[config.mk]
export PLATFORM = sky130hd
export DESIGN_NAME = parity_frame_ctrl
export DESIGN_NICKNAME = d
export VERILOG_FILES = /design/src/rtl/parity_frame_ctrl.sv
export SDC_FILE = /design/constraint.sdc
export NUM_CORES = 1
export LEC_CHECK = 0
export CAP_MARGIN = 20
export CORE_MARGIN = 5
export CORE_UTILIZATION = 55
export CTS_BUF_LIST = sky130_fd_sc_hd__clkbuf_2
export DETAILED_ROUTE_END_ITERATION = 10
export PLACE_DENSITY = 0.87
export SYNTH_ARGS = -nofsm -noshare
export SYNTH_HDL_FRONTEND = slang
export SYNTH_SLANG_ARGS = --single-unit
[constraint.sdc]
create_clock -name CLK -period 3.5 [get_ports CLK]
set_clock_uncertainty 0.05 [all_clocks]
set_input_delay 0.7 -clock CLK [delete_from_list [all_inputs] [get_ports CLK]]
set_output_delay 0.7 -clock CLK [all_outputs]
set_load 0.005 [all_outputs]
[src/rtl/parity_frame_ctrl.sv]
// Framed serial parity checker: accumulates parity over DATA_BITS qualified
// data beats, compares against the trailing parity beat, and counts failures.
module parity_frame_ctrl #(
  parameter int unsigned DATA_BITS = 8,
  parameter int unsigned ERR_CNT_W = 8
) (
  input  logic                 CLK,
  input  logic                 reset,
  input  logic                 start,
  input  logic                 odd_sel,
  input  logic                 D_in,
  input  logic                 D_valid,
  input  logic                 abort,
  input  logic                 err_clr,
  output logic                 busy,
  output logic                 P_even,
  output logic                 done,
  output logic                 frame_ok,
  output logic                 frame_err,
  output logic [ERR_CNT_W-1:0] err_count
);

  localparam int unsigned      CNT_W    = (DATA_BITS > 1) ? $clog2(DATA_BITS) : 1;
  localparam logic [CNT_W-1:0] LAST_BIT = CNT_W'(DATA_BITS - 1);

  typedef enum logic [1:0] {
    IDLE,
    DATA,
    PAR
  } state_t;

  state_t               state_q;
  logic [CNT_W-1:0]     cnt_q;
  logic                 odd_q;
  logic                 busy_q;
  logic                 p_even_q;
  logic                 done_q;
  logic                 ok_q;
  logic                 err_q;
  logic [ERR_CNT_W-1:0] err_cnt_q;

  logic                 pass_d;
  logic                 par_beat_d;
  logic [ERR_CNT_W-1:0] err_cnt_d;

  // p_even_q ^ D_in is 1 when the ones count including the parity bit is even.
  always_comb begin
    pass_d     = odd_q ? ~(p_even_q ^ D_in) : (p_even_q ^ D_in);
    par_beat_d = (state_q == PAR) && !abort && D_valid;
    err_cnt_d  = err_cnt_q;
    if (err_clr) begin
      err_cnt_d = '0;
    end else if (par_beat_d && !pass_d && (err_cnt_q != '1)) begin
      err_cnt_d = err_cnt_q + ERR_CNT_W'(1);
    end
  end

  always_ff @(posedge CLK) begin
    if (reset) begin
      state_q   <= IDLE;
      cnt_q     <= '0;
      odd_q     <= 1'b0;
      busy_q    <= 1'b0;
      p_even_q  <= 1'b1;
      done_q    <= 1'b0;
      ok_q      <= 1'b0;
      err_q     <= 1'b0;
      err_cnt_q <= '0;
    end else begin
      done_q    <= 1'b0;
      err_cnt_q <= err_cnt_d;
      case (state_q)
        IDLE: begin
          if (start && !abort) begin
            state_q  <= DATA;
            busy_q   <= 1'b1;
            p_even_q <= 1'b1;
            cnt_q    <= '0;
            odd_q    <= odd_sel;
            ok_q     <= 1'b0;
            err_q    <= 1'b0;
          end
        end
        DATA: begin
          if (abort) begin
            state_q  <= IDLE;
            busy_q   <= 1'b0;
            p_even_q <= 1'b1;
            cnt_q    <= '0;
          end else if (D_valid) begin
            p_even_q <= p_even_q ^ D_in;
            if (cnt_q == LAST_BIT) begin
              state_q <= PAR;
              cnt_q   <= '0;
            end else begin
              cnt_q <= cnt_q + CNT_W'(1);
            end
          end
        end
        PAR: begin
          if (abort) begin
            state_q  <= IDLE;
            busy_q   <= 1'b0;
            p_even_q <= 1'b1;
            cnt_q    <= '0;
          end else if (D_valid) begin
            state_q <= IDLE;
            busy_q  <= 1'b0;
            done_q  <= 1'b1;
            ok_q    <= pass_d;
            err_q   <= ~pass_d;
          end
        end
        default: begin
          state_q  <= IDLE;
          busy_q   <= 1'b0;
          p_even_q <= 1'b1;
          cnt_q    <= '0;
        end
      endcase
    end
  end

  assign busy      = busy_q;
  assign P_even    = p_even_q;
  assign done      = done_q;
  assign frame_ok  = ok_q;
  assign frame_err = err_q;
  assign err_count = err_cnt_q;

endmodule

Word level (Yosys, flattened, before mapping):

Cells that the tools add are included.

* equality and inequality tests: 12
* reductions and logical operators: 16
* $add $sub $neg: 2
* bitwise gates (word level): 4
* multiplexer cells: 31

Operator list (count)
* 3-bit 2-to-1 mux: 5
* 1-bit 2-to-1 mux: 14
* 2-bit 2-to-1 mux: 6
* 2-bit inequality test, second input constant: 5
* 3-bit inequality test, second input constant: 3
* 3-bit one-hot mux with 3 select lines: 1
* 8-bit by 1-bit adder with 8-bit output, second input constant: 1
* 8-bit inequality test, second input constant: 1
* 4-bit AND reduction: 2
* 1-bit one-hot mux with 3 select lines: 2
* 2-bit one-hot mux with 3 select lines: 1
* 3-bit AND reduction: 2
* 1-bit logical AND: 5
* 1-bit one-hot mux with 2 select lines: 2
* 3-bit by 1-bit adder with 3-bit output, second input constant: 1
* 3-bit equality test, second input constant: 1
* 1-bit NOT: 3
* 3-bit OR reduction: 1
* 2-bit by 1-bit equality test with 1-bit output, second input constant: 1
* 2-bit equality test, second input constant: 1
* 1-bit zero test: 2
* 2-bit zero test: 1
* 2-bit AND reduction: 1
* 2-bit nonzero test: 1
* 2 further kinds: 2

* logic and storage cells: 74
* bits in registers: 19

Logic depth before layout (Yosys ltp):

Gate-level depths: netlist of the first run.

* word-level depth: 7
* mapped depth: 6
* mapped depth without buffers: 5

Worst setup path before layout of the first run:

OpenSTA, ideal clock, no wires.

* kind: input to register
* from: in abort
* to: reg err_cnt_q[4], in the netlist err_count[4]
* stages on the path: 6
* path buffers: 2
* required time: 3.380 ns
* setup slack: 1.546 ns
* arrival time: 1.835 ns
* path through: buf_6 -> and4bb_2 -> o211ai_2 -> buf_6 -> or3_1 -> a21oi_1

* word-level cells in the longest chain between the ends: 5

Ends and longest elaborated chain
* start, declared: line 13 `input logic abort,`
* 1-bit zero test: line 49 `par_beat_d = (state_q == PAR) && !abort && D_valid;`
* 1-bit logical AND (2 in series): line 49
* 1-bit logical AND (2 in series): line 53 `end else if (par_beat_d && !pass_d && (err_cnt_q != '1)) begin`
* end signal, assigned: line 71 `err_cnt_q <= err_cnt_d;`
* end, declared: line 40 `logic [ERR_CNT_W-1:0] err_cnt_q;`

No other way between the ends.
A chain may end at the register's enable or synchronous reset.

Worst setup path in the final report of the first run:

* from: in abort
* to: reg err_cnt_q[5], in the netlist err_count[5]

The elaborated chain is that of the path after synthesis.

==> key figures, run 1 <==
Global routing
  – Tot GR Track Use: ~18%
  – Gr ovfl total: 0
  – Largest net degree at the start of global routing: 14
  – First-pass GRT wire length: 3.62 mm
  – Via count of the first global-routing pass: 817
  – Initial antenna violation count: 0

Layout
  – Final Core Density: between 60% and 70%
  – Antenna diode count: 0
  – Share of layout cells above drive strength 1: 6.87%
  – Layout Nets: approximately 140
  – Fin area: between 1000 and 1500 um2
  – Number of fill cells: approximately 140
  – Area Growth Syn to Fin: 20.5%

Synth
  – Synth Net Count: 124
  – Ys Warns: 0
  – Cells after synthesis: 113
  – Synthesized area per cell: around 8.6 um2
  – Post-synth EDFFs: 0
  – Mapped Area: a little under 1000 um2
  – Area share of fa/ha/maj cells after synthesis: 3.86%
  – Yosys top cell by area: dfxtp_1
  – Asr flop ratio synth: 0%
  – Top cells by area, synth: dfxtp_1 39%, a21oi_1 7.2%, o21ai_0 5.1%
  – Most frequent cell after synthesis: dfxtp_1
  – Register area share after synthesis: between 30 and 40%
  – Mux cell area share after synthesis: 0%
  – #FFs+latches synth: 19
  – Prevailing post-synth register cell: dfxtp_1
  – Largest family of logic cells by synthesized area: simple AND/OR/NAND/NOR gates
  – Commonest cells in the netlist: 19 x dfxtp_1, 14 x a21oi_1, 10 x o21ai_0, 9 x nand2_1, 6 x nand3_1
  – Yosys top cell area share: between 30% and 40%
  – Post-Synth Simple-Gate Area: a little over a quarter
  – Post-synthesis compound-gate area fraction: 19.8%
  – Xor-xnor portion of the synthesized cell area: 3.35%
  – Synth unique cells: 33

Clock tree
  – Hold-fix buffers at CTS: 0
  – H-tree depth: 1
  – CTS Buf Count: 3
  – CTS tree: built
  – Clock Latency Late Sink: slightly above 0.3 ns
  – CTS Sinks: 19
  – Clock-pin slew on the worst setup and hold paths: approximately 0.19 ns
  – Post-CTS Resized: 0
  – Clock root cell: clkbuf_2
  – Clk buf depth: 2
  – Setup bufs post-CTS: 0

Run status
  – Status: completed

Detailed routing
  – Drt pass-1 iters: 5
  – Via Count: ~900
  – Drt wl/cell: about 14 um
  – Routed Antenna Nets: 0
  – Drt drc: 0
  – Initial DRC count: 17
  – Vias per cell: a little under 6
  – Post-Route WL: ~2.2 mm

Timing
  – Max_slew headroom: 50.2%
  – FMAX: 0.414 GHz
  – Final setup fails: 0
  – RSZ-0062 raised after global routing: no
  – Setup TNS: 0 ns
  – Setup WS post-layout: 1.09 ns
  – Worst-Margin Slew: roughly 0.74 ns
  – Final hold viol count: 0
  – Final Max Tran Viols: 0
  – Post-route clock period utilization: between 60 and 70%
  – Post-route minimum period: about 2.4 ns

Placed design
  – Area after DPL: around 1200 um2
  – HPWL after DPL: 1.62 mm
  – Buffers on Ports: 20
  – Pre-CTS setup slack: between 0.8 and 0.9 ns
  – Routability cong.: 0.750

Critical path
  – CP cell instances: clkdlybuf4s50_1, and4bb_2, o211ai_2, or4_1, a21oi_1
  – CP Launch Point: abort
  – Slowest CP cell: clkdlybuf4s50_1
  – CP startpoint kind: input pin
  – CP Max Fanout: 13
  – CP required: 3.71 ns
  – Max stage delay on crit path: between 0.5 and 0.6 ns
  – Data arrival time of the worst path: around 2.6 ns
  – R2r startpoint: state_q[1]
  – Crit path kind: input pin to flip-flop
  – Nature of the critical path endpoint: flip-flop

Floorplan
  – Chip Height: 52.0 um
  – Core footprint: between 1500 and 2000 um2
  – Die Wd: roughly 52 um
  – Std-Cell Rows: 15
  – I/O pin count: 21
  – Die area: between 2000 and 3000 um2
  – Initial Util: roughly 57%

Power
  – PD cells: 297 nW/um2
  – LEAKAGE: ~0.40 nW
  – Maximum vdd drop: 265 uV

Worst hold path
  – Min-delay src: cnt_q[2]
  – Hold crit path type: flip-flop to flip-flop

Run
  – Max Cap Viol: 0
report_power, final:
group,switching [W],internal [W],total (W)
logic,0.0000166,0.0000158,0.0000323
clock network,0.0000686,0.0000259,0.0000945
registers,0.00000238,0.000219,0.000221
total,0.0000876,0.000260,0.000348
sequential cells by signal, summed over array words and instances, names as in the netlist:
register / flops
odd_q: 1
done: 1
cnt_q: 3
err_count: 8
busy: 1
state_q: 2
frame_ok: 1
P_even: 1
frame_err: 1
final cells by class:
type	count	area [um2]	area share, %
clock buffers	3	15.0	1.28
flip-flops and latches	19	380	32.5
clock inverters	1	5.00	0.427
inverters	4	15.0	1.28
repair buffers	20	200	17.1
well taps	25	31.3	2.67
multi-input cells	84	524	44.8
cell usage in the layout, fill, tap and decap left out, drive strengths merged, types with 2 or more instances in the layout:
master | synthesis | routed
clkbuf | 2 | 3
nor2b | 2 | 2
nand2b | 2 | 2
inv | 4 | 4
ha | 3 | 3
a211oi | 2 | 2
clkdlybuf4s50 | 0 | 20
or3 | 4 | 4
nand4 | 2 | 2
nor3 | 4 | 4
nor2 | 5 | 5
nand2 | 9 | 9
nand3 | 6 | 6
o21ai | 10 | 10
dfxtp | 19 | 19
a21oi | 14 | 14
or4 | 3 | 3
o31ai | 3 | 3
critical path, delay by kind of cell:
family                 cells  cell delay, ns
AOI/OAI and AO/OA          2            0.38
and+or+nand+nor            2            0.96
buffers and inverters      1            0.59
worst paths after layout:
check,end,slack [ns],cells after the start
worst min-delay path,cnt_q[2],0.44,2
worst max-delay path,err_count[5],1.09,5
worst max register to register,err_count[5],1.65,4
worst min register to register,cnt_q[2],0.44,2
per-stage QoR:
stage / hold WS (ns) / std cells / power, W
after floorplan: 0.387 / 113 / 0.000244
after global placement: 0.394 / 152 / 0.000256
after detailed placement: 0.425 / 152 / 0.000258
after CTS: 0.447 / 156 / 0.000350
after global routing: 0.477 / 156 / 0.000363
final: 0.442 / 156 / 0.000348
metal layers:
layer	wire, um	vias up	track usage, %
met5	0	-	0
met4	31	0	7.42
met3	80	5	3.15
met2	1090	27	29.3
met1	957	432	22.3
li1	-	452	-
kinds of logic after synthesis:
group	Yosys count
compound gates	33
xor+xnor	2
fa+ha+maj	3
buf+inv	10
flops	19
simple gates	46
No activity file was read; power rests on OpenSTA's default activity.
==> run 2: changes to the inputs <==
- CORE_UTILIZATION: 55 -> 51
- PLACE_DENSITY: 0.87 -> 0.81
- clock period: 3.5 -> 2.3 ns (I/O delays scaled with it)
==> key figures, run 2 (same netlist as run 1, synthesis figures left out) <==
Global routing
  – Tot GR Track Use: between 10% and 20%
  – First-pass GRT wire length: roughly 3.5 mm
  – Initial antenna violation count: 0
  – Largest net degree at the start of global routing: 13
  – Via count of the first global-routing pass: 790
  – Gr ovfl total: 0

Floorplan
  – Chip Height: between 50 and 60 um
  – Std-Cell Rows: 15
  – Die Wd: about 54 um
  – I/O pin count: 21
  – Initial Util: 55.1%
  – Core footprint: 1760 um2
  – Die area: 2880 um2

Placed design
  – Buffers on Ports: 20
  – HPWL after DPL: 1.54 mm
  – Routability cong.: about 0.8
  – Area after DPL: approximately 1200 um2

Clock tree
  – Clock Latency Late Sink: ~0.30 ns
  – Setup bufs post-CTS: 0
  – Hold-fix buffers at CTS: 0
  – CTS tree: built
  – Clk buf depth: 2
  – CTS Buf Count: 3
  – CTS Sinks: 19
  – Clock-pin slew on the worst setup and hold paths: between 0.15 and 0.2 ns
  – Post-CTS Resized: 0
  – Clock root cell: clkbuf_2
  – H-tree depth: 1

Critical path
  – Worst r2r path cells: 4
  – CP startpoint kind: input pin
  – CP Max Fanout: 9
  – CP Launch Point: D_valid
  – CP required: roughly 2.5 ns
  – Worst r2r dst: cnt_q[0]
  – Crit path kind: input pin to flip-flop
  – Reg-to-reg slack, setup: 0.50 ns
  – Nature of the critical path endpoint: flip-flop
  – Data arrival time of the worst path: 2.09 ns
  – R2r startpoint: state_q[0]

Detailed routing
  – Routed Antenna Nets: 0
  – Via Count: 890
  – Post-Route WL: slightly above 2 mm
  – Initial DRC count: 18
  – Drt pass-1 iters: 4
  – Drt wl/cell: roughly 12 um
  – Drt drc: 0
  – Vias per cell: roughly 5.5

Layout
  – Largest register FFs: 8
  – Commonest non-fill, non-tap cell in the layout: clkdlybuf4s50_1
  – Share of layout cells above drive strength 1: ~11%
  – Number of fill cells: between 150 and 200
  – Antenna diode count: 0
  – Layout Nets: 149
  – Fin area: roughly 1200 um2
  – Area Growth Syn to Fin: 25.1%
  – Reg area: between 300 and 400 um2
  – Multi-input logic area: between 500 and 600 um2
  – Most frequent cells in the layout: 20 x clkdlybuf4s50_1, 19 x dfxtp_1, 14 x a21oi_1

Timing
  – FMAX: 0.527 GHz
  – Final Max Tran Viols: 0
  – Post-route minimum period: between 1.5 and 2 ns
  – Worst-Margin Slew: between 0.4 and 0.5 ns
  – Final hold viol count: 0
  – Max_slew headroom: between 60% and 70%
  – Final setup fails: 0
  – RSZ-0062 raised after global routing: no
  – Setup TNS: 0 ns
  – Post-route clock period utilization: between 80% and 90%

Power
  – Pwr Total: roughly 0.00054 W
  – PD cells: 440 nW/um2
  – Maximum vdd drop: ~370 uV
  – LEAKAGE: 0.426 nW

Worst hold path
  – Hold Path Stages: 2
  – Min-delay src: frame_ok
  – Hold crit path type: flip-flop to flip-flop
  – Hold endpoint: frame_ok

Run status
  – Status: completed

Run
  – Max Cap Viol: 0
-- run 2: cell types whose count changed in the layout (fill, tap and decap cells not counted) --
cell / change
clkbuf_2: +1
buf_4: +6
clkinv_2: -1
-- run 2: layout make-up --
class	instances	area share [%]
clock buffers	4	1.65
inverters	4	1.23
multi-input cells	84	43.1
flip-flops and latches	19	31.3
well taps	25	2.57
repair buffers	26	20.2
-- run 2: stage by stage --
stage                     utilization (%)  setup slack, ns  hold WS, ns  instances
final                                68.9            0.403        0.421        162
after global placement               67.8            0.151        0.392        158
after floorplan                         -            0.586        0.387        113
after detailed placement             67.8            0.113        0.402        158
after global routing                 68.9            0.300        0.466        162
after CTS                            68.9            0.421        0.427        162
-- run 2: metal layers --
metal	part of all wire [%]	global-route usage (%)	vias to the layer above
met2	47	25.6	14
met1	49	21.7	409
met3	3.1	3.32	2
li1	-	-	465
met5	0	0	-
met4	0.94	3.83	0
-- run 2: worst max-delay path by stage --
| stage | cells past startpoint | end |
|---|---|---|
| after floorplan | 6 | err_count[4] |
| after global placement | 5 | err_count[5] |
| after detailed placement | 5 | err_count[7] |
| after CTS | 5 | err_count[5] |
| after global routing | 5 | err_count[7] |
| final | 5 | err_count[7] |
-- run 2: critical path: stages --
cell and delay [ns]:
clkdlybuf4s50_1 0.51, and4bb_2 0.29, o211ai_2 0.17, or4_1 0.51, a21oi_1 0.16
-- run 2: power by group --
group          switching, W  leakage (nW)  internal (W)
Sequential       0.00000348         0.154      0.000333
Clock             0.0000981        0.0166     0.0000461
Combinational     0.0000253         0.256     0.0000295
Total              0.000127         0.426      0.000409
==> run 3: changes to the inputs <==
- CORE_UTILIZATION: 51 -> 46
- PLACE_DENSITY: 0.81 -> 0.77
- clock period: 2.3 -> 1.6 ns (I/O delays scaled with it)
==> key figures, run 3 (same netlist as run 1, synthesis figures left out) <==
Timing
  – Post-route minimum period: ~1.6 ns
  – RSZ-0062 raised after global routing: yes
  – Final Max Tran Viols: 0
  – FMAX: 0.622 GHz
  – Setup WS post-layout: -0.00785 ns
  – Max_slew headroom: slightly below 80%
  – Final hold viol count: 0
  – Final setup fails: 2
  – Post-route clock period utilization: 100%
  – Worst-Margin Slew: 0.324 ns
  – Hold slack: roughly 0.42 ns

Layout
  – Largest register FFs: 8
  – Most frequent cells in the layout: 32 x buf_4, 14 x dfxtp_2, 11 x a21oi_1
  – Share of layout cells above drive strength 1: between 40% and 50%
  – Area Growth Syn to Fin: 62.7%
  – Reg area: between 400 and 500 um2
  – Layout Nets: roughly 180
  – Commonest non-fill, non-tap cell in the layout: buf_4
  – Antenna diode count: 0
  – Number of fill cells: 122
  – Multi-input logic area: 614 um2
  – Final Core Density: around 80%

Floorplan
  – I/O pin count: 21
  – Die area: around 3100 um2
  – Initial Util: between 40% and 50%
  – Die Wd: around 56 um
  – Chip Height: between 50 and 60 um
  – Std-Cell Rows: 16
  – Core footprint: ~2000 um2

Critical path
  – CP startpoint kind: flip-flop
  – CP cell instances: and4bb_2, o211ai_4, buf_6, or3_4, a21oi_4
  – Max stage delay on crit path: 0.40 ns
  – CP required: roughly 1.8 ns
  – Slowest CP cell: dfxtp_4
  – Data arrival time of the worst path: ~1.8 ns
  – Crit path kind: flip-flop to flip-flop
  – CP Max Fanout: 7
  – Nature of the critical path endpoint: flip-flop

Global routing
  – Via count of the first global-routing pass: 1,017
  – Initial antenna violation count: 0
  – Gr ovfl total: 0
  – First-pass GRT wire length: around 4.5 mm
  – Largest net degree at the start of global routing: 13
  – Tot GR Track Use: around 18%

Power
  – PD cells: 508 nW/um2
  – Maximum vdd drop: 422 uV
  – LEAKAGE: around 0.73 nW

Detailed routing
  – Drt pass-1 iters: 4
  – Via Count: 1,071
  – Routed Antenna Nets: 0
  – Vias per cell: 5.55
  – Initial DRC count: 17
  – Drt drc: 0
  – Post-Route WL: 2.80 mm
  – Drt wl/cell: 14.5 um

Clock tree
  – CTS tree: built
  – Clock Latency Late Sink: ~0.33 ns
  – CTS Sinks: 19
  – Hold-fix buffers at CTS: 0
  – Clk buf depth: 2
  – H-tree depth: 1
  – Clock-pin slew on the worst setup and hold paths: between 0.15 and 0.2 ns
  – CTS Buf Count: 3
  – Clock root cell: clkbuf_2

Worst hold path
  – Hold crit path type: flip-flop to flip-flop

Placed design
  – HPWL after DPL: about 1.8 mm
  – Buffers on Ports: 20
  – Routability cong.: around 0.77

Run status
  – Failing checks: negative setup slack
  – Status: complete, but fails checks

Run
  – Max Cap Viol: 0
run 3: changes by cell type in the layout (fill, tap and decap cells not counted), moves of 2 or more:
cell | before | now
dfxtp_2 | 0 | 14
or3_1 | 4 | 2
ha_4 | 0 | 2
dlygate4sd2_1 | 0 | 4
dfxtp_4 | 0 | 3
or3_4 | 0 | 2
a21oi_1 | 14 | 11
ha_1 | 3 | 1
dlymetal6s2s_1 | 0 | 8
dfxtp_1 | 19 | 2
buf_4 | 6 | 32
a21oi_2 | 0 | 2
buf_6 | 0 | 3
clkdlybuf4s50_1 | 20 | 8
run 3: cell type report:
class | count | share of cell area [%]
clock buffer | 3 | 0.949
multi-input combinational | 84 | 38.8
timing repair buffer | 55 | 30.9
clock inverter | 1 | 0.316
sequential | 19 | 25.9
inverter | 4 | 0.949
tap | 27 | 2.14
run 3: metal layers:
layer | global-route usage, % | vias up | wire, um
met1 | 21.5 | 510 | 1220
li1 | - | 521 | -
met3 | 4.18 | 10 | 99
met4 | 8.81 | 0 | 69
met2 | 30.2 | 30 | 1410
met5 | 0 | - | 0
run 3: repair_timing:
action	CTS	global route
setup endpoints to repair	14	18
gates cloned	0	0
setup buffers	10	2
resized for setup	29	22
pin swaps	7	9
run 3: power breakdown:
| part | total, W | internal (W) | switching, W |
|---|---|---|---|
| Sequential | 0.000479 | 0.000475 | 0.00000439 |
| Clock | 0.000216 | 0.0000566 | 0.000160 |
| Combinational | 0.000109 | 0.0000604 | 0.0000482 |
| Total | 0.000804 | 0.000592 | 0.000212 |
run 3: path summary, 6_finish.rpt:
kind                                 start      endpoint  slack [ns]  cells after the start
worst min register to register    frame_ok      frame_ok        0.42                      2
worst min-delay path              frame_ok      frame_ok        0.42                      2
worst max register to register  state_q[0]  err_count[2]      -0.008                      5
worst max-delay path            state_q[0]  err_count[2]      -0.008                      5
run 3: stage by stage:
step	setup slack [ns]	setup TNS (ns)	cells	area (um2)	total power [W]
3_5_place_dp	-0.453	-3.82	177	1330	0.000593
4_1_cts	-0.0208	-0.0208	191	1500	0.000805
5_1_grt	-0.0771	-0.244	193	1580	0.000840
3_3_place_gp	-0.362	-3.51	177	1330	0.000590
6_report	-0.00785	-0.00826	193	1580	0.000804
2_1_floorplan	0.0255	0	113	972	0.000535
run 3: critical path: cells and delay by family (launching register included):
| family | cells | cell delay, ns |
|---|---|---|
| compound gates | 2 | 0.27 |
| buf+inv | 1 | 0.15 |
| flops | 1 | 0.40 |
| simple gates | 2 | 0.69 |
